==> config.mk <==
export PLATFORM = sky130hd
export DESIGN_NAME = timing_manager_nch
export DESIGN_NICKNAME = d
export VERILOG_FILES = /design/src/rtl/timing_manager_nch_pkg.sv /design/src/rtl/timing_manager_nch_capture.sv /design/src/rtl/timing_manager_nch.sv
export SDC_FILE = /design/constraint.sdc
export NUM_CORES = 1
export LEC_CHECK = 0
export BUFFER_PORTS_ARGS = -buffer_cell sky130_fd_sc_hd__buf_2
export CAP_MARGIN = 20
export CORE_UTILIZATION = 30
export DETAILED_ROUTE_END_ITERATION = 6
export HOLD_SLACK_MARGIN = 0.08
export PLACE_DENSITY_LB_ADDON = 0.12
export SYNTH_ARGS = -nofsm -noshare
export SYNTH_HDL_FRONTEND = slang
export SYNTH_SLANG_ARGS = --single-unit
==> constraint.sdc <==
create_clock -name clk -period 6.8 [get_ports clk]
set_input_delay 0.68 -clock clk [delete_from_list [all_inputs] [get_ports clk]]
set_output_delay 0.68 -clock clk [all_outputs]
set_load 0.01 [all_outputs]
==> src/rtl/timing_manager_nch_pkg.sv <==
// timing_manager_pkg
// Shared definitions for the sensor-acquisition timing manager:
//   - tm_state_t : acquisition FSM states
//   - DEF_*      : default parameter values
//   - ch_lsb()   : LSB index of a channel's slice in the packed ch_time/ch_max buses
package timing_manager_pkg;

    typedef enum logic {
        IDLE = 1'b0,
        ACQ  = 1'b1
    } tm_state_t;

    localparam int DEF_N_CH    = 10;
    localparam int DEF_CNT_W   = 16;
    localparam int DEF_RATIO_W = 16;

    // Channel ch occupies [ch*cnt_w +: cnt_w] of a packed per-channel bus
    function automatic int ch_lsb(input int ch, input int cnt_w);
        return ch * cnt_w;
    endfunction

endpackage

==> src/rtl/timing_manager_nch_capture.sv <==
// tm_channel_capture
// One sensor channel's done-edge capture logic.
// Ports:
//   clk, rst_n    clock / asynchronous active-low reset
//   done          done level from the sensor IP
//   acq           window is open (FSM in ACQ)
//   en_active     channel is part of the current window
//   win_start     a new window starts at this edge (discards done_mask)
//   clr_max       clears ch_max (a simultaneous capture loads its own time)
//   count_time    time value to record on a capture
//   captured      combinational: a capture happens at this edge
//   done_mask     channel already captured in the current window
//   ch_time       last captured time
//   ch_max        largest captured time since reset / clr_max
module tm_channel_capture
    import timing_manager_pkg::*;
#(
    parameter int CNT_W = DEF_CNT_W
) (
    input  logic             clk,
    input  logic             rst_n,
    input  logic             done,
    input  logic             acq,
    input  logic             en_active,
    input  logic             win_start,
    input  logic             clr_max,
    input  logic [CNT_W-1:0] count_time,
    output logic             captured,
    output logic             done_mask,
    output logic [CNT_W-1:0] ch_time,
    output logic [CNT_W-1:0] ch_max
);

    logic done_q;
    logic mask_live;

    // A window starting at this edge makes the old mask irrelevant, so an
    // edge landing on the trigger cycle counts towards the new window.
    assign mask_live = done_mask & ~win_start;
    assign captured  = acq & en_active & done & ~done_q & ~mask_live;

    always_ff @(posedge clk or negedge rst_n) begin
        if (!rst_n) begin
            done_q    <= 1'b0;
            done_mask <= 1'b0;
            ch_time   <= '0;
            ch_max    <= '0;
        end else begin
            done_q    <= done;
            done_mask <= mask_live | captured;
            if (captured) begin
                ch_time <= count_time;
                if (clr_max || (count_time > ch_max)) begin
                    ch_max <= count_time;
                end
            end else if (clr_max) begin
                ch_max <= '0;
            end
        end
    end

endmodule

==> src/rtl/timing_manager_nch.sv <==
// timing_manager_nch
// Divides PWM carrier events into acquisition triggers, times each enabled
// sensor's done edge inside the window, and reports completion/timeout/overrun.
// Ports:
//   clk, rst_n         clock / asynchronous active-low reset
//   event_qualifier    one-cycle pulse per carrier event
//   user_ratio         trigger every user_ratio+1 qualifier events
//   en_bits / en       channel enables / combinational copy
//   timeout            window limit in cycles, 0 = none
//   done               per-channel done levels
//   clr_isr, clr_max   clear sticky flags / clear maxima
//   trigger            one-cycle window start pulse
//   sched_isr          sticky: window finished (complete or timeout)
//   timeout_flag       sticky: last window ended by timeout
//   overrun_flag       sticky: trigger arrived while a window was open
//   late_mask          channels still missing at the timeout
//   busy               window open
//   count_time         cycles since last trigger, saturating
//   ch_time, ch_max    packed per-channel last/maximum captured times
module timing_manager_nch
    import timing_manager_pkg::*;
#(
    parameter int N_CH    = DEF_N_CH,
    parameter int CNT_W   = DEF_CNT_W,
    parameter int RATIO_W = DEF_RATIO_W
) (
    input  logic                  clk,
    input  logic                  rst_n,
    input  logic                  event_qualifier,
    input  logic [RATIO_W-1:0]    user_ratio,
    input  logic [N_CH-1:0]       en_bits,
    input  logic [CNT_W-1:0]      timeout,
    input  logic [N_CH-1:0]       done,
    input  logic                  clr_isr,
    input  logic                  clr_max,
    output logic [N_CH-1:0]       en,
    output logic                  trigger,
    output logic                  sched_isr,
    output logic                  timeout_flag,
    output logic                  overrun_flag,
    output logic [N_CH-1:0]       late_mask,
    output logic                  busy,
    output logic [CNT_W-1:0]      count_time,
    output logic [N_CH*CNT_W-1:0] ch_time,
    output logic [N_CH*CNT_W-1:0] ch_max
);

    localparam logic [RATIO_W-1:0] RATIO_ONE = 1;
    localparam logic [CNT_W-1:0]   CNT_ONE   = 1;
    localparam logic [CNT_W-1:0]   CNT_MAX   = '1;

    tm_state_t         state, state_nxt;
    logic [RATIO_W-1:0] ratio_cnt;
    logic [N_CH-1:0]   en_active;
    logic [N_CH-1:0]   done_mask;
    logic [N_CH-1:0]   captures;
    logic [N_CH-1:0]   cap_en;
    logic [CNT_W-1:0]  cap_time;
    logic              all_done;
    logic              timeout_hit;
    logic              latch_en;
    logic              set_isr;
    logic              set_timeout;
    logic              set_overrun;

    assign en   = en_bits;
    assign busy = (state == ACQ);

    // On the trigger edge the new window already applies: time restarts at 0
    // and the freshly sampled enables decide which edges count.
    assign cap_time    = trigger ? '0 : count_time;
    assign cap_en      = trigger ? en_bits : en_active;
    assign all_done    = (((done_mask | captures) & en_active) == en_active);
    assign timeout_hit = (timeout != '0) && (count_time == timeout);

    // Carrier-event divider; a count above a lowered ratio just wraps around.
    always_ff @(posedge clk or negedge rst_n) begin
        if (!rst_n) begin
            ratio_cnt <= '0;
            trigger   <= 1'b0;
        end else begin
            trigger <= 1'b0;
            if (event_qualifier) begin
                if (ratio_cnt == user_ratio) begin
                    ratio_cnt <= '0;
                    trigger   <= 1'b1;
                end else begin
                    ratio_cnt <= ratio_cnt + RATIO_ONE;
                end
            end
        end
    end

    // Window timer, restarted by every trigger and held at its ceiling.
    always_ff @(posedge clk or negedge rst_n) begin
        if (!rst_n) begin
            count_time <= '0;
        end else if (trigger) begin
            count_time <= '0;
        end else if (count_time != CNT_MAX) begin
            count_time <= count_time + CNT_ONE;
        end
    end

    // A new trigger outranks finishing the old window; completion outranks timeout.
    always_comb begin
        state_nxt   = state;
        latch_en    = 1'b0;
        set_isr     = 1'b0;
        set_timeout = 1'b0;
        set_overrun = 1'b0;
        case (state)
            IDLE: begin
                if (trigger) begin
                    latch_en = 1'b1;
                    if (en_bits != '0) begin
                        state_nxt = ACQ;
                    end
                end
            end
            ACQ: begin
                if (trigger) begin
                    latch_en    = 1'b1;
                    set_overrun = 1'b1;
                end else if (all_done) begin
                    set_isr   = 1'b1;
                    state_nxt = IDLE;
                end else if (timeout_hit) begin
                    set_isr     = 1'b1;
                    set_timeout = 1'b1;
                    state_nxt   = IDLE;
                end
            end
            default: state_nxt = IDLE;
        endcase
    end

    // State, enables and sticky flags; setting a flag beats clearing it.
    always_ff @(posedge clk or negedge rst_n) begin
        if (!rst_n) begin
            state        <= IDLE;
            en_active    <= '0;
            sched_isr    <= 1'b0;
            timeout_flag <= 1'b0;
            overrun_flag <= 1'b0;
            late_mask    <= '0;
        end else begin
            state <= state_nxt;
            if (latch_en) begin
                en_active <= en_bits;
            end
            if (set_isr) begin
                sched_isr <= 1'b1;
            end else if (clr_isr) begin
                sched_isr <= 1'b0;
            end
            if (set_timeout) begin
                timeout_flag <= 1'b1;
            end else if (clr_isr) begin
                timeout_flag <= 1'b0;
            end
            if (set_overrun) begin
                overrun_flag <= 1'b1;
            end else if (clr_isr) begin
                overrun_flag <= 1'b0;
            end
            if (set_timeout) begin
                late_mask <= en_active & ~done_mask;
            end else if (trigger) begin
                late_mask <= '0;
            end
        end
    end

    for (genvar i = 0; i < N_CH; i++) begin : g_ch
        localparam int LSB = ch_lsb(i, CNT_W);
        tm_channel_capture #(
            .CNT_W (CNT_W)
        ) u_cap (
            .clk        (clk),
            .rst_n      (rst_n),
            .done       (done[i]),
            .acq        (busy),
            .en_active  (cap_en[i]),
            .win_start  (trigger),
            .clr_max    (clr_max),
            .count_time (cap_time),
            .captured   (captures[i]),
            .done_mask  (done_mask[i]),
            .ch_time    (ch_time[LSB +: CNT_W]),
            .ch_max     (ch_max[LSB +: CNT_W])
        );
    end

endmodule

# Yosys cells after proc, flatten, opt, wreduce, memory -nomap -nowiden
# Cells that the tools add are included.
# word_totals
out_inout_bits	361
input_bits	57
word_cells	248
ff_bits	397
# classes
n_reduce_logical	38
n_eq_ne	14
mux	49
magnitude_cmp	10
bitwise	86
addsub	2
# op_table
operator	n
16-bit two-way mux	25
16-bit > comparator	10
1-bit AND	50
16-bit by 1-bit adder with 16-bit output (second input constant)	2
16-bit == test	2
10-bit two-way mux	3
2-bit nonzero test	15
1-bit inverter	22
10-bit AND	2
1-bit two-way mux	20
2-bit inequality test (second input constant)	10
2-bit AND reduction	10
16-bit inequality test (second input constant)	1
16-bit nonzero test	1
10-bit == test	1
1-bit logical OR	10
10-bit inverter	1
1-bit OR	10
10-bit OR	1
10-bit nonzero test	1
1-bit case mux with 2 select lines	1
1-bit logical AND	1

# Longest topological paths before layout
# depth
depth_word	12
ltp_mapped	14
ltp_nobuf	9

# By module
# A second synthesis with hierarchy kept.
# hier_totals
hier_cells	1882
area_unflattened_um2	20766.2
# modules_own_cells
mod	area_per_inst_um2	seq_area_each_um2	cells_per_inst	instances
tm_channel_capture	1734.2	850.8	154	10
timing_manager_nch	3424.5	1426.4	342	1

# Worst setup path before layout
# No wires, ideal clock.
# synth_timing
path_type	flip-flop to flip-flop
start	register trigger
end	register g_ch[4].u_cap.ch_max[10]
period_less_slack_ps	3712
setup_ps	125
stages_incl_launch_ff	15
setup_slack_ps	3088
t_arrival_ps	3587
required_time_ps	6675
path_buffers	5
path_cell_list	dfrtp_1 -> buf_6 -> clkbuf_1 -> clkbuf_1 -> nand2b_1 -> clkbuf_1 -> inv_1 -> ha_1 -> a21oi_1 -> nor2_1 -> a2111oi_0 -> o21ai_0 -> o32ai_2 -> buf_4 -> mux2_2
# synth_via
elab_cells_between_ends	16
classes_between	1 x order compare; 1 x eq/ne; 4 x mux; 7 x bitwise; 3 x reduce/logical
# synth_lines
element	line_no	source
start, declared	timing_manager_nch.sv:37	output logic trigger,
start signal, assigned	timing_manager_nch.sv:80	trigger <= 1'b0;
start signal, assigned	timing_manager_nch.sv:82	trigger <= 1'b0;
start signal, assigned	timing_manager_nch.sv:86	trigger <= 1'b1;
16-bit two-way mux	timing_manager_nch.sv:71	assign cap_time = trigger ? '0 : count_time;
via cap_time[13]	timing_manager_nch.sv:58	logic [CNT_W-1:0] cap_time;
16-bit > comparator	timing_manager_nch_capture.sv:53	if (clr_max || (count_time > ch_max)) begin
1-bit logical OR	timing_manager_nch_capture.sv:53	
2-bit inequality test (no line)	--	
2-bit AND reduction (no line)	--	
end signal, assigned	timing_manager_nch_capture.sv:54	ch_max <= count_time;
end, declared	timing_manager_nch_capture.sv:31	output logic [CNT_W-1:0] ch_max
# The timed path passes the listed nets, and every way through them passes these cells. The select of a mux whose other input is x is not followed.
# A chain may end at the register's enable or synchronous reset.

# Worst setup path in the final report
# layout_timing
start	register trigger
end	register g_ch[7].u_cap.ch_max[4]
# layout_via
elab_cells_between_ends	16
classes_between	1 x order compare; 1 x eq/ne; 4 x mux; 7 x bitwise; 3 x reduce/logical
# layout_lines
element	line_no
16-bit two-way mux	timing_manager_nch.sv:71
via cap_time[13]	timing_manager_nch.sv:58
16-bit > comparator	timing_manager_nch_capture.sv:53
1-bit logical OR	timing_manager_nch_capture.sv:53
2-bit inequality test (no line)	--
2-bit AND reduction (no line)	--
end signal, assigned	timing_manager_nch_capture.sv:54
end, declared	timing_manager_nch_capture.sv:31
# The timed path passes the listed nets, and every way through them passes these cells. The select of a mux whose other input is x is not followed.

==> metrics.md <==
| Metric | Value |
|---|---|
| Status | `finished, final reports clean` |
| IO Pins | `418` |
| RR Endpoint | `g_ch[7].u_cap.ch_max[4]` |
| GRT Max-Usage Layer | `met2` |
| CTS tree | `yes` |
| Synth area leaders | `dfrtp_1, ha_1, mux2_2` |
| Worst skew pair latency | `0.60 ns` |
| Crit Path Class | `register to register` |
| Maximum vdd ir drop | `163 uV` |
| Final Cycle Share | `67.0%` |
| DR vias | `15,539` |
| DRT Pass-1 Iters | `5` |
| GRT overflow | `0` |
| Total Wirelength | `74,900 um` |
| Chip width | `261 um` |
| Overall Power | `5.90 mW` |
| H-tree Lvls | `2` |
| Async set-reset flop share out of synthesis | `100%` |
| GR Util met2 | `37.5%` |
| Setup tns final | `0 ns` |
| Initial antenna violation count | `1` |
| Worst EP required | `7.27 ns` |
| Final setup violation count | `0` |
| Core ar. | `66,200 sq um` |
| Post-synthesis sequential area ratio | `49.2%` |
| First-pass GRT wire length | `108,000 um` |
| Clk slew on worst S/H paths | `0.06 ns` |
| Placement Rows | `94` |
| Mapped Cells | `1,861` |
| Reported max-cap violation count | `0` |
| Antenna Violating Nets Remaining | `0` |
| Cell variety after synth | `50` |
| Largest net degree at the start of global routing | `132` |
| Die ar. | `68,400 sq um` |
| Vias per cell | `4.89` |
| Final Hold Vio Count | `0` |
| Worst-path maximum fanout | `22` |
| Initial Util | `30.5%` |
| Detailed placement HPWL | `52,800 um` |
| R2r startpoint | `trigger` |
| Worst path slowest cell | `nand2b_1` |
| Data arrival time of the worst path | `5.03 ns` |
| Pwr dens | `236 nW/um^2` |
| CTS buffer count | `50` |
| Finished Layout Cells | `3,180` |
| Setup bufs post-CTS | `0` |
| RSZ-0062 raised after global routing | `no` |
| Synthesis-to-layout area growth | `23.7%` |
| Port bufs | `417` |
| DRC viols | `0` |
| TritonCTS Sinks | `397` |
| CP peak stage delay | `0.80 ns` |
| Fmax | `219 MHz` |
| Post-synth top area share | `49.2%` |
| Mapped cell area | `20,200 sq um` |
| Syn Area/Cell | `10.9 sq um` |
| Synth Flop Type | `dfrtp_1` |
| Crit path capture type | `register` |
| Max Clock Skew | `0.0206 ns` |
| Slew Viols, Final | `0` |
| Yosys warns | `0` |
| Gr usage total | `21.8%` |
| Met3 Track Usage GR | `5.20%` |
| Grt met1 use | `27.1%` |
| Post-synth EDFFs | `0` |
| Multi-input logic area | `9120 sq um` |
| Gpl congestion | `0.817` |
| Slew @ Worst Pin | `0.979 ns` |
| Min Tclk post-route | `4.56 ns` |
| Clock root cell | `clkbuf_16` |
| # resized after CTS | `0` |
| Cts hold-fix bufs | `0` |
| CP Buf/Inv Count | `1` |
| Placed cells | `3,086` |
| HP Class | `input port to asynchronous set/reset pin` |
| Clk buf depth | `3` |
| Share of cells above drive strength 1 | `31.7%` |
| Final nets | `2,493` |
| Reg2reg setup slack | `2.24 ns` |
| DRT iter0 DRCs | `837` |
| Area leader, netlist | `dfrtp_1` |
| Die height | `261 um` |
| Vias in the first global route | `15,883` |
| Post-synth net total | `2,080` |
| Critical Path, Cell by Cell | `nand2b_1, inv_1, ha_1, a21oi_1, nor2_1, a2111oi_0, o21ai_0, o32ai_4, mux2_2` |
| Top delay family on crit path | `compound AO/OA/AOI/OAI gates` |
| Reg area | `9940 sq um` |
| Routed WL per cell | `23.5 um` |
| R2R depth | `9` |
| Final-layout fill cell count | `6,717` |
| Slew margin rel. | `34.7%` |
| #FFs+latches synth | `397` |
| Pleak | `14.3 nW` |
| CP Launch Type | `register` |
synthesized netlist by cell type (2+ instances only):
master	instances
nand2_1	74
buf_1	2
a2111oi_0	6
a32oi_1	3
xnor2_1	33
a21oi_4	3
a21oi_2	4
nand3_1	16
o21ai_0	26
clkbuf_1	56
nand4_1	37
a41oi_1	3
nor2_1	224
buf_6	5
o32ai_2	5
nand2b_1	53
ha_1	162
inv_1	181
a221oi_1	7
xor2_1	20
mux2i_1	9
dfrtp_1	397
nor2b_1	17
a21oi_1	46
buf_2	14
or3_1	3
buf_4	17
and3_1	14
nor3_1	14
o211ai_1	7
a21o_1	167
a211oi_1	21
and4_1	6
mux2_4	7
nor4_1	13
nand4b_1	6
mux2_2	166
o31ai_1	5
layout make-up:
class | count | share of cell area, %
Tap cell | 864 | 4.33
Timing Repair Buffer | 455 | 9.59
Sequential cell | 397 | 39.8
Inverter | 181 | 2.72
Clock inverter | 22 | 1.13
Antenna cell | 1 | 0.0100
Clock buffer | 71 | 5.97
Multi-Input combinational cell | 1189 | 36.5
report_power, final:
part	internal, mW	switching [mW]
Combinational	0.216	0.398
Clock	1.75	1.09
Sequential	2.39	0.0462
cell families after synthesis:
group | count (synthesis) | share of synthesized area [%]
XOR/XNOR | 53 | 2.30
multiplexers | 183 | 10.3
AO/OA/AOI/OAI | 309 | 11.2
adder cells (fa/ha/maj) | 162 | 10.0
AND/OR/NAND/NOR | 482 | 11.3
flip-flops | 397 | 49.2
buffers and inverters | 275 | 5.70
worst max-delay path by stage:
stage | start | end | slack [ns] | cells past startpoint
2_1_floorplan | trigger | g_ch[4].u_cap.ch_max[10] | 3.09 | 14
3_3_place_gp | trigger | g_ch[6].u_cap.ch_max[2] | 2.30 | 8
3_5_place_dp | trigger | g_ch[7].u_cap.ch_max[4] | 2.14 | 9
4_1_cts | trigger | g_ch[7].u_cap.ch_max[4] | 2.13 | 9
5_1_grt | trigger | g_ch[6].u_cap.ch_max[0] | 1.97 | 8
6_report | trigger | g_ch[7].u_cap.ch_max[4] | 2.24 | 9
per-stage QoR:
stage	cell area (sq um)	hold WS (ns)	util (%)	setup WS, ns
after floorplan	20200	0.384	-	3.09
after global placement	23200	0.457	35.0	2.30
after detailed placement	23200	0.460	35.0	2.14
after CTS	25000	0.166	37.7	2.13
after global routing	25000	0.194	37.7	1.97
final	25000	0.132	37.7	2.24
registers in the layout, summed over array words and instances (netlist names):
register	cells
timeout_flag	1
overrun_flag	1
busy	1
g_ch.u_cap.ch_max	160
g_ch.u_cap.done_mask	10
late_mask	10
trigger	1
en_active	10
ratio_cnt	16
sched_isr	1
count_time	16
g_ch.u_cap.done_q	10
g_ch.u_cap.ch_time	160
cells in the final DEF, fill, tap and decap left out, drive strengths merged, types with 33 or more instances in the layout:
| master | netlist | routed |
|---|---|---|
| nor2 | 225 | 225 |
| xnor2 | 33 | 33 |
| nand2 | 74 | 74 |
| dfrtp | 397 | 397 |
| nand4 | 37 | 37 |
| a21oi | 53 | 53 |
| ha | 162 | 162 |
| a21o | 167 | 167 |
| nand2b | 53 | 53 |
| inv | 181 | 183 |
| clkbuf | 56 | 71 |
| mux2 | 174 | 174 |
| buf | 38 | 455 |
per-layer routing:
layer  vias up  routed length, um
met4         2               2090
met2       366              36600
met5         -                 16
met1      7827              31900
met3       106               4250
li1       7238                  -
Note: power is estimated with default switching activity, not from simulation.
